<file path="src/rtl/shared_reg_arbiter_pkg.sv">
// Shared types and helpers for the shared_reg_arbiter slice.
// Holds the arbiter state encoding and the round-robin winner search.
package shared_reg_arbiter_pkg;

    // Upper bound on requesters; the pick helper works on vectors this wide.
    localparam int MAX_NREQ = 8;
    localparam int PICK_W   = 3;

    typedef enum logic [1:0] {
        IDLE    = 2'd0,
        GRANT   = 2'd1,
        RELEASE = 2'd2
    } state_t;

    typedef struct packed {
        logic              valid;
        logic [PICK_W-1:0] idx;
    } pick_t;

    // First requester at or after ptr, wrapping at nreq back to 0.
    function automatic pick_t rr_pick(input logic [MAX_NREQ-1:0] req,
                                      input logic [PICK_W-1:0]   ptr,
                                      input int                  nreq);
        pick_t p;
        int    idx;
        p = '0;
        for (int i = 0; i < MAX_NREQ; i++) begin
            idx = (int'(ptr) + i) % nreq;
            if (i < nreq && !p.valid && req[idx[PICK_W-1:0]]) begin
                p.valid = 1'b1;
                p.idx   = idx[PICK_W-1:0];
            end
        end
        return p;
    endfunction

endpackage

</file>
<file path="src/rtl/shared_reg_bank.sv">
// Shared WIDTH-bit state register written by whichever requester owns it.
module shared_reg_bank #(
    parameter int WIDTH = 4
) (
    input  logic             clk,
    input  logic             rst,
    input  logic             en,
    input  logic [WIDTH-1:0] d,
    output logic [WIDTH-1:0] q
);

    logic [WIDTH-1:0] q_q;
    logic [WIDTH-1:0] q_d;

    // Load new data only on an enabled cycle, otherwise keep the contents.
    always_comb begin
        q_d = q_q;
        if (en) begin
            q_d = d;
        end
    end

    // Storage flop, cleared by synchronous reset.
    always_ff @(posedge clk) begin
        if (rst) begin
            q_q <= '0;
        end else begin
            q_q <= q_d;
        end
    end

    assign q = q_q;

endmodule

</file>
<file path="src/rtl/shared_reg_arbiter.sv">
// Round-robin arbiter guarding one shared enabled state register.
// A granted requester may write the register every cycle it holds the grant;
// ownership ends on release or on timeout preemption when others wait.
// Optional macro SHARED_REG_ARB_FIXED_PRIO_EN: requester 0 always wins IDLE
// arbitration when requesting and is never timeout-preempted.
module shared_reg_arbiter
    import shared_reg_arbiter_pkg::*;
#(
    parameter int NREQ     = 4,
    parameter int WIDTH    = 4,
    parameter int MAX_HOLD = 8
) (
    input  logic                      clk,
    input  logic                      rst,
    input  logic [NREQ-1:0]           req,
    input  logic [NREQ-1:0]           wr,
    input  logic [NREQ*WIDTH-1:0]     wdata,
    output logic [NREQ-1:0]           gnt,
    output logic [$clog2(NREQ)-1:0]   owner_id,
    output logic                      busy,
    output logic                      reg_en,
    output logic [WIDTH-1:0]          q
);

    localparam int IDW    = $clog2(NREQ);
    localparam int HOLD_W = $clog2(MAX_HOLD);
    localparam logic [HOLD_W-1:0] HOLD_LAST = HOLD_W'(MAX_HOLD - 1);

    state_t            state_q, state_d;
    logic [NREQ-1:0]   gnt_q, gnt_d;
    logic [IDW-1:0]    owner_q, owner_d;
    logic [IDW-1:0]    ptr_q, ptr_d;
    logic [HOLD_W-1:0] hold_q, hold_d;
    logic              busy_q, busy_d;

    logic [MAX_NREQ-1:0] req_ext;
    pick_t               pick;
    logic                others_waiting;
    logic                preempt_ok;

    // Next-state, grant, pointer and hold-counter computation for the arbiter FSM.
    always_comb begin
        state_d        = state_q;
        gnt_d          = gnt_q;
        owner_d        = owner_q;
        ptr_d          = ptr_q;
        hold_d         = hold_q;
        req_ext        = '0;
        req_ext[NREQ-1:0] = req;
        pick           = rr_pick(req_ext, PICK_W'(ptr_q), NREQ);
`ifdef SHARED_REG_ARB_FIXED_PRIO_EN
        if (req[0]) begin
            pick.valid = 1'b1;
            pick.idx   = '0;
        end
        preempt_ok     = (owner_q != '0);
`else
        preempt_ok     = 1'b1;
`endif
        others_waiting = |(req & ~gnt_q);

        case (state_q)
            IDLE: begin
                if (pick.valid) begin
                    state_d = GRANT;
                    owner_d = IDW'(pick.idx);
                    gnt_d   = NREQ'(1) << pick.idx;
                    hold_d  = '0;
                end
            end
            GRANT: begin
                if (hold_q != HOLD_LAST) begin
                    hold_d = hold_q + 1'b1;
                end
                if (!req[owner_q] ||
                    (hold_q == HOLD_LAST && others_waiting && preempt_ok)) begin
                    state_d = RELEASE;
                    gnt_d   = '0;
                    if (int'(owner_q) == NREQ - 1) begin
                        ptr_d = '0;
                    end else begin
                        ptr_d = owner_q + 1'b1;
                    end
                end
            end
            RELEASE: begin
                state_d = IDLE;
            end
            default: begin
                state_d = IDLE;
                gnt_d   = '0;
            end
        endcase

        busy_d = (state_d != IDLE);
    end

    // Arbiter FSM registers; reset aborts any grant at once.
    always_ff @(posedge clk) begin
        if (rst) begin
            state_q <= IDLE;
            gnt_q   <= '0;
            owner_q <= '0;
            ptr_q   <= '0;
            hold_q  <= '0;
            busy_q  <= 1'b0;
        end else begin
            state_q <= state_d;
            gnt_q   <= gnt_d;
            owner_q <= owner_d;
            ptr_q   <= ptr_d;
            hold_q  <= hold_d;
            busy_q  <= busy_d;
        end
    end

    // Only the current owner, still requesting, may write this cycle.
    always_comb begin
        reg_en = (state_q == GRANT) && req[owner_q] && wr[owner_q];
    end

    shared_reg_bank #(
        .WIDTH (WIDTH)
    ) u_bank (
        .clk (clk),
        .rst (rst),
        .en  (reg_en),
        .d   (wdata[owner_q*WIDTH +: WIDTH]),
        .q   (q)
    );

    assign gnt      = gnt_q;
    assign owner_id = owner_q;
    assign busy     = busy_q;

endmodule

</file>
<file path="config.mk">
export PLATFORM = sky130hd
export DESIGN_NAME = shared_reg_arbiter
export DESIGN_NICKNAME = d
export VERILOG_FILES = /design/src/rtl/shared_reg_arbiter_pkg.sv /design/src/rtl/shared_reg_bank.sv /design/src/rtl/shared_reg_arbiter.sv
export SDC_FILE = /design/constraint.sdc
export NUM_CORES = 1
export LEC_CHECK = 0
export ABC_AREA = 1
export CAP_MARGIN = 20
export CELL_PAD_IN_SITES_DETAIL_PLACEMENT = 1
export CELL_PAD_IN_SITES_GLOBAL_PLACEMENT = 2
export CORE_MARGIN = 2
export CORE_UTILIZATION = 31
export DETAILED_ROUTE_END_ITERATION = 12
export DONT_BUFFER_PORTS = 1
export PLACE_DENSITY = 0.73
export SYNTH_ARGS = -nofsm -noshare
export SYNTH_HDL_FRONTEND = slang
export SYNTH_HIERARCHICAL = 1
export SYNTH_SLANG_ARGS = --single-unit
</file>
<file path="constraint.sdc">
create_clock -name clk -period 1.8 [get_ports clk]
set_clock_uncertainty 0.15 [all_clocks]
set_input_delay 0.36 -clock clk [delete_from_list [all_inputs] [get_ports clk]]
set_output_delay 0.36 -clock clk [all_outputs]
set_load 0.02 [all_outputs]
</file>
[Yosys cells after proc, flatten, opt, wreduce, memory -nomap -nowiden]
Index checks and enable logic that the tools add are counted.
Storage, ports and cells
  bits in registers: 18
  latch bits: 0
  RAM bits: 0
  memory bits (read-only): 0
  bits of input ports: 26
  output and inout bits: 12
  memories kept: 0
Cells by class
  $add $sub $neg: 5
  $mul: 0
  divide/modulo/power cells: 0
  $lt $le $gt $ge: 5
  eq/ne operators: 8
  shift-type cells: 2
  mux-type cells: 26
  bitwise operators: 6
  reduce and logical (&&, ||, !) cells: 22
Operators with widths (count)
  $mux 4: 6
  $shiftx 16x5->4: 1
  $lt 3x4->1 const B: 3
  $pmux 4 s3: 1
  $bmux 1 s3: 3
  $bmux 1 s2: 3
  $logic_and 1x1->1: 6
  $mux 1: 6
  $mux 2: 3
  $mux 3: 2
  $ne 2x2->1 const B: 3
  $pmux 3 s2: 1
  $reduce_and 3->1: 2
  $reduce_or 2->1: 3
  $add 2x1->2 const B: 2
  $add 2x2->2 const B: 2
  $and 4x4->4: 1
  $eq 2x1->1 const B: 2
  $logic_not 1->1: 4
  $lt 2x4->1 const B: 1
  $not 4->4: 1
  $pmux 2 s2: 1
  $reduce_and 2->1: 2
  $reduce_bool 2->1: 2
  11 further kinds: 13

[Depth between registers and ports, before layout]
  word-level depth: 16
  depth in mapped cells: 13
  mapped depth without buffers: 12

[Hierarchy]
The synthesis kept the hierarchy.
By module, submodules not included
  shared_reg_arbiter: times used 1, cells an instance 193, area an instance 1127.3 µm², sequential area each 280.3 µm²
  shared_reg_bank: times used 1, cells an instance 26, area an instance 172.7 µm², sequential area each 80.1 µm²

[Least setup slack after synthesis]
Ideal clock, no wire load.
  path kind: register to register
  from: reg owner_q[1], in the netlist owner_id[1]
  to: reg u_bank.q_q[1], in the netlist u_bank/q[1]
  setup time: 0.114 ns
  arrival: 1.751 ns
  data required time: 1.536 ns
  setup slack: -0.215 ns
  cell stages (with the launch flop): 11
  buffers on the path: 1
  clock period less this slack: 2.015 ns
  cell sequence: dfxtp_1 -> inv_1 -> a21oi_1 -> o21ai_0 -> nand2_1 -> nand2_1 -> a21oi_1 -> buf_6 -> nand2_1 -> nand2_1 -> nor2_2
Between the ends
  longest elaborated chain between the ends: 4
RTL lines
  from (decl): RTL line shared_reg_arbiter.sv:31  | logic [IDW-1:0] owner_q, owner_d;
  from (signal assigned): RTL line shared_reg_arbiter.sv:110  | owner_q <= owner_d;
  $bmux 1 s2: RTL line shared_reg_arbiter.sv:119  | reg_en = (state_q == GRANT) && req[owner_q] && wr[owner_q];
  $mux 1 (not written as such): RTL line shared_reg_arbiter.sv:119
  $logic_and 1x1->1: RTL line shared_reg_arbiter.sv:119
  $logic_and 1x1->1 (*): RTL line shared_reg_arbiter.sv:119
  net reg_en: RTL line shared_reg_arbiter.sv:21  | output logic reg_en,
  to (signal assigned): RTL line shared_reg_bank.sv:28  | q_q <= q_d;
  to (decl): RTL line shared_reg_bank.sv:12  | logic [WIDTH-1:0] q_q;
The timed path passes the listed nets; every way through them passes the cells marked *. The select of a mux whose other input is x is not followed.
A chain may end at the register's enable or synchronous reset.

[Worst setup path after layout]
  from: reg owner_q[1], in the netlist owner_id[1]
  to: out reg_en
Between the ends
  longest elaborated chain between the ends: 4
RTL lines (RTL line)
  $bmux 1 s2: shared_reg_arbiter.sv:119
  $mux 1 (not written as such): shared_reg_arbiter.sv:119
  $logic_and 1x1->1: shared_reg_arbiter.sv:119
  $logic_and 1x1->1 (*): shared_reg_arbiter.sv:119
  to (decl): shared_reg_arbiter.sv:21
Mark *: on every way between the ends. The rest lies on a longest branch, timed or not. The select of a mux whose other input is x is not followed.

==> impl_metrics.ini <==
[run_status]
status = finished, violations left
failed_checks = negative setup slack

[logic_synthesis]
syn_avg_cell_area_sq_um = 5.94
synth_area_leaders = sky130_fd_sc_hd__dfxtp_1 28%, sky130_fd_sc_hd__nand2_1 18%, sky130_fd_sc_hd__nor2_1 11%
synth_warnings = 6
synth_enable_flop_cells = 0
netlist_area_sq_mm = 0.00130
synth.yosys.seq_area_share_pct = 27.7
post_synth_inst_count = 219
netlist.top_cell.by_area = sky130_fd_sc_hd__dfxtp_1
synth_seq_cells = 18
netlist.area_leader.share_pct = 27.7
async_reset_ff_share_pct = 0
synth_cell_types = 22
synth_fp_nets = 248
synth.cells.most_frequent = 62 x sky130_fd_sc_hd__nand2_1, 37 x sky130_fd_sc_hd__nor2_1, 23 x sky130_fd_sc_hd__inv_1
synth_most_common_cell = sky130_fd_sc_hd__nand2_1
synth_flop_cell = sky130_fd_sc_hd__dfxtp_1

[global_routing]
first_global_vias = 1464
globalRouteTotalUtil_pct = 18.7
globalRouteOverflowTotal = 0
grt_antenna_before_repair = 0
global_route_wire_length_before_repair_microns = 6560
grt_max_degree = 12

[floorplanning]
core_area_sq_mm = 0.00403
initial_core_util_pct = 32.3
placement_rows = 23
dieArea_sq_mm = 0.00473
die_width_microns = 68.8
io_pins = 38
height_of_the_chip_microns = 68.8

[final_layout]
flow.area_growth_from_synthesis_pct = 25.8
final_design_area_no_fill_sq_mm = 0.00164
final_core_util_pct = 40.6
layout-drive-gt1-share_pct = 25.4
nFillCells = 555
num_antenna_cells = 0
finish.net_count = 274
final_cell_count_no_fill = 294

[setup_path]
timing.setup.critical_path_class = reg -> out
crit_path_start_kind = flop
worstPathArrival_ns = 1.31
worst_setup_path_end_kind = output pin
biggest_fanout_along_the_worst_timing_path = 4
worst-endpoint-required_ns = 1.29

[routing]
drt-total-wl_microns = 4050
dr_total_vias = 1460
dr.first_iter.drc_count = 49
routedWlPerCell_microns = 13.8
postRouteAntennaNets = 0
avg_vias_per_cell = 4.97
drc_errors = 0
detailedRoute.firstPassIterationCount = 4

[timing]
setup_repair_after_global_routing_missed_its_margin = true
post-route-period-util_pct = 101
final-hold-violation-count = 0
setup_violations = 1
crit_path_time_final_ns = 1.82
max_freq_ghz = 0.549
final_max_slew_viol_count = 0
finalWorstSetupSlack_ns = -0.0201
hold-worst-slack_ns = 0.0163
slew_headroom_pct = 81.8
worst_slew_pin_slew_ns = 0.270

[clock_network]
clock_tree.root_cell = sky130_fd_sc_hd__clkbuf_8
htree_num_levels = 1
cts_tree = yes
numClockSinks = 18
clk_path_buf_depth = 2
clk_transition_reported_paths_ns = 0.07
worst_skew_pair.late_latency_ns = 0.25
cts_buffers = 3

[placed_design]
dpl-instance-area_sq_mm = 0.00144
place.port_buffers = 0
gp_congestion = 0.856
numPlacedInstances = 279
hpwl_microns = 3200

[pwr]
post_route_total_power_uw = 2960
power_density_mw_per_mm2 = 1810
vdd_drop_max_v = 0.000585
cellLeakagePower_uw = 0.000803

[flow_run]
cap_violations = 0

[min_path]
holdCritPathClass = in -> reg
stage by stage:
stage | setup TNS [ns] | setup WS [ns]
finish | -0.0201 | -0.0201
global route | -0.154 | -0.116
CTS | -0.0249 | -0.0249
detailed placement | -0.0313 | -0.0133
global placement | 0 | 0.0385
floorplan | 0 | 0.00991
worst max-delay path: stages, from the launching register on:
cell and delay, ns:
sky130_fd_sc_hd__dfxtp_4 0.39, sky130_fd_sc_hd__inv_4 0.05, sky130_fd_sc_hd__a21oi_2 0.09, sky130_fd_sc_hd__o21ai_1 0.07, sky130_fd_sc_hd__nand2_1 0.09, sky130_fd_sc_hd__nand2_1 0.07, sky130_fd_sc_hd__a21oi_2 0.14, sky130_fd_sc_hd__buf_4 0.16
layout by cell type, fill, tap and decap left out:
cell type,instances
sky130_fd_sc_hd__a21oi_1,9
sky130_fd_sc_hd__or2_2,1
sky130_fd_sc_hd__inv_2,4
sky130_fd_sc_hd__nand4_1,1
sky130_fd_sc_hd__o22ai_1,4
sky130_fd_sc_hd__nor2_2,3
sky130_fd_sc_hd__dfxtp_2,1
sky130_fd_sc_hd__dlygate4sd3_1,2
sky130_fd_sc_hd__buf_6,2
sky130_fd_sc_hd__o21ai_1,6
sky130_fd_sc_hd__nand3_2,1
sky130_fd_sc_hd__buf_4,24
sky130_fd_sc_hd__inv_4,2
sky130_fd_sc_hd__dfxtp_1,14
sky130_fd_sc_hd__ha_1,2
sky130_fd_sc_hd__o21ai_0,12
sky130_fd_sc_hd__clkbuf_8,4
sky130_fd_sc_hd__nand2_1,56
sky130_fd_sc_hd__a21boi_1,1
sky130_fd_sc_hd__inv_1,21
sky130_fd_sc_hd__nor2_4,2
sky130_fd_sc_hd__nand2_4,2
sky130_fd_sc_hd__o211ai_1,2
sky130_fd_sc_hd__nor2_1,37
sky130_fd_sc_hd__nand3_1,15
sky130_fd_sc_hd__nand2_2,9
sky130_fd_sc_hd__a21oi_2,3
sky130_fd_sc_hd__dfxtp_4,3
sky130_fd_sc_hd__ha_2,1
per-layer routing:
| metal | vias up | share of wire (%) | global-route usage (%) |
|---|---|---|---|
| met5 | - | 0 | 0 |
| met4 | 0 | 0.67 | 3.68 |
| met3 | 4 | 3.8 | 3.90 |
| met2 | 17 | 55 | 36.3 |
| met1 | 699 | 41 | 20.9 |
| li1 | 740 | - | - |
report_power, final:
part / switching [uW] / total [uW] / internal (uW)
logic: 1140 / 1900 / 762
registers: 167 / 727 / 560
clock network: 137 / 331 / 194
total: 1440 / 2960 / 1520
final timing paths:
| path | startpoint | to | slack, ns | cells after the start |
|---|---|---|---|---|
| worst max-delay path | owner_id[1] | reg_en | -0.02 | 7 |
| worst min register to register | hold_q[0] | hold_q[0] | 0.37 | 2 |
| worst max register to register | ptr_q[0] | owner_id[0] | 0.09 | 12 |
| worst min-delay path | rst | gnt[1] | 0.02 | 1 |
state kept, by name, summed over array words and instances, names as in the netlist:
name / cells
owner_id: 2
hold_q: 3
gnt: 4
state_q: 2
u_bank/q: 4
busy: 1
ptr_q: 2
cells by family (layout without fill, tap and decap cells):
family	after synthesis	count (layout)	synth area share (%)
AO/OA/AOI/OAI	37	37	15.2
adder cells (fa/ha/maj)	3	3	2.89
buffers and inverters	34	59	12.1
flip-flops	18	18	27.7
AND/OR/NAND/NOR	127	127	42.1
area by class of cell:
class,count,area (sq um),area share [%]
Multi-Input combinational cell,167,816,49.9
Clock buffer,4,55.1,3.37
Inverter,27,106,6.50
Tap cell,50,62.6,3.83
Timing Repair Buffer,28,223,13.6
Sequential cell,18,373,22.8
repair_timing:
item | CTS | global route
setup endpoints to repair | 7 | 13
gates resized for setup | 13 | 16
hold buffers | 1 | 1
pin swaps | 3 | 4
setup buffers | 7 | 2
endpoints found under the hold margin | 1 | 1
No activity file was read; power rests on OpenSTA's default activity.
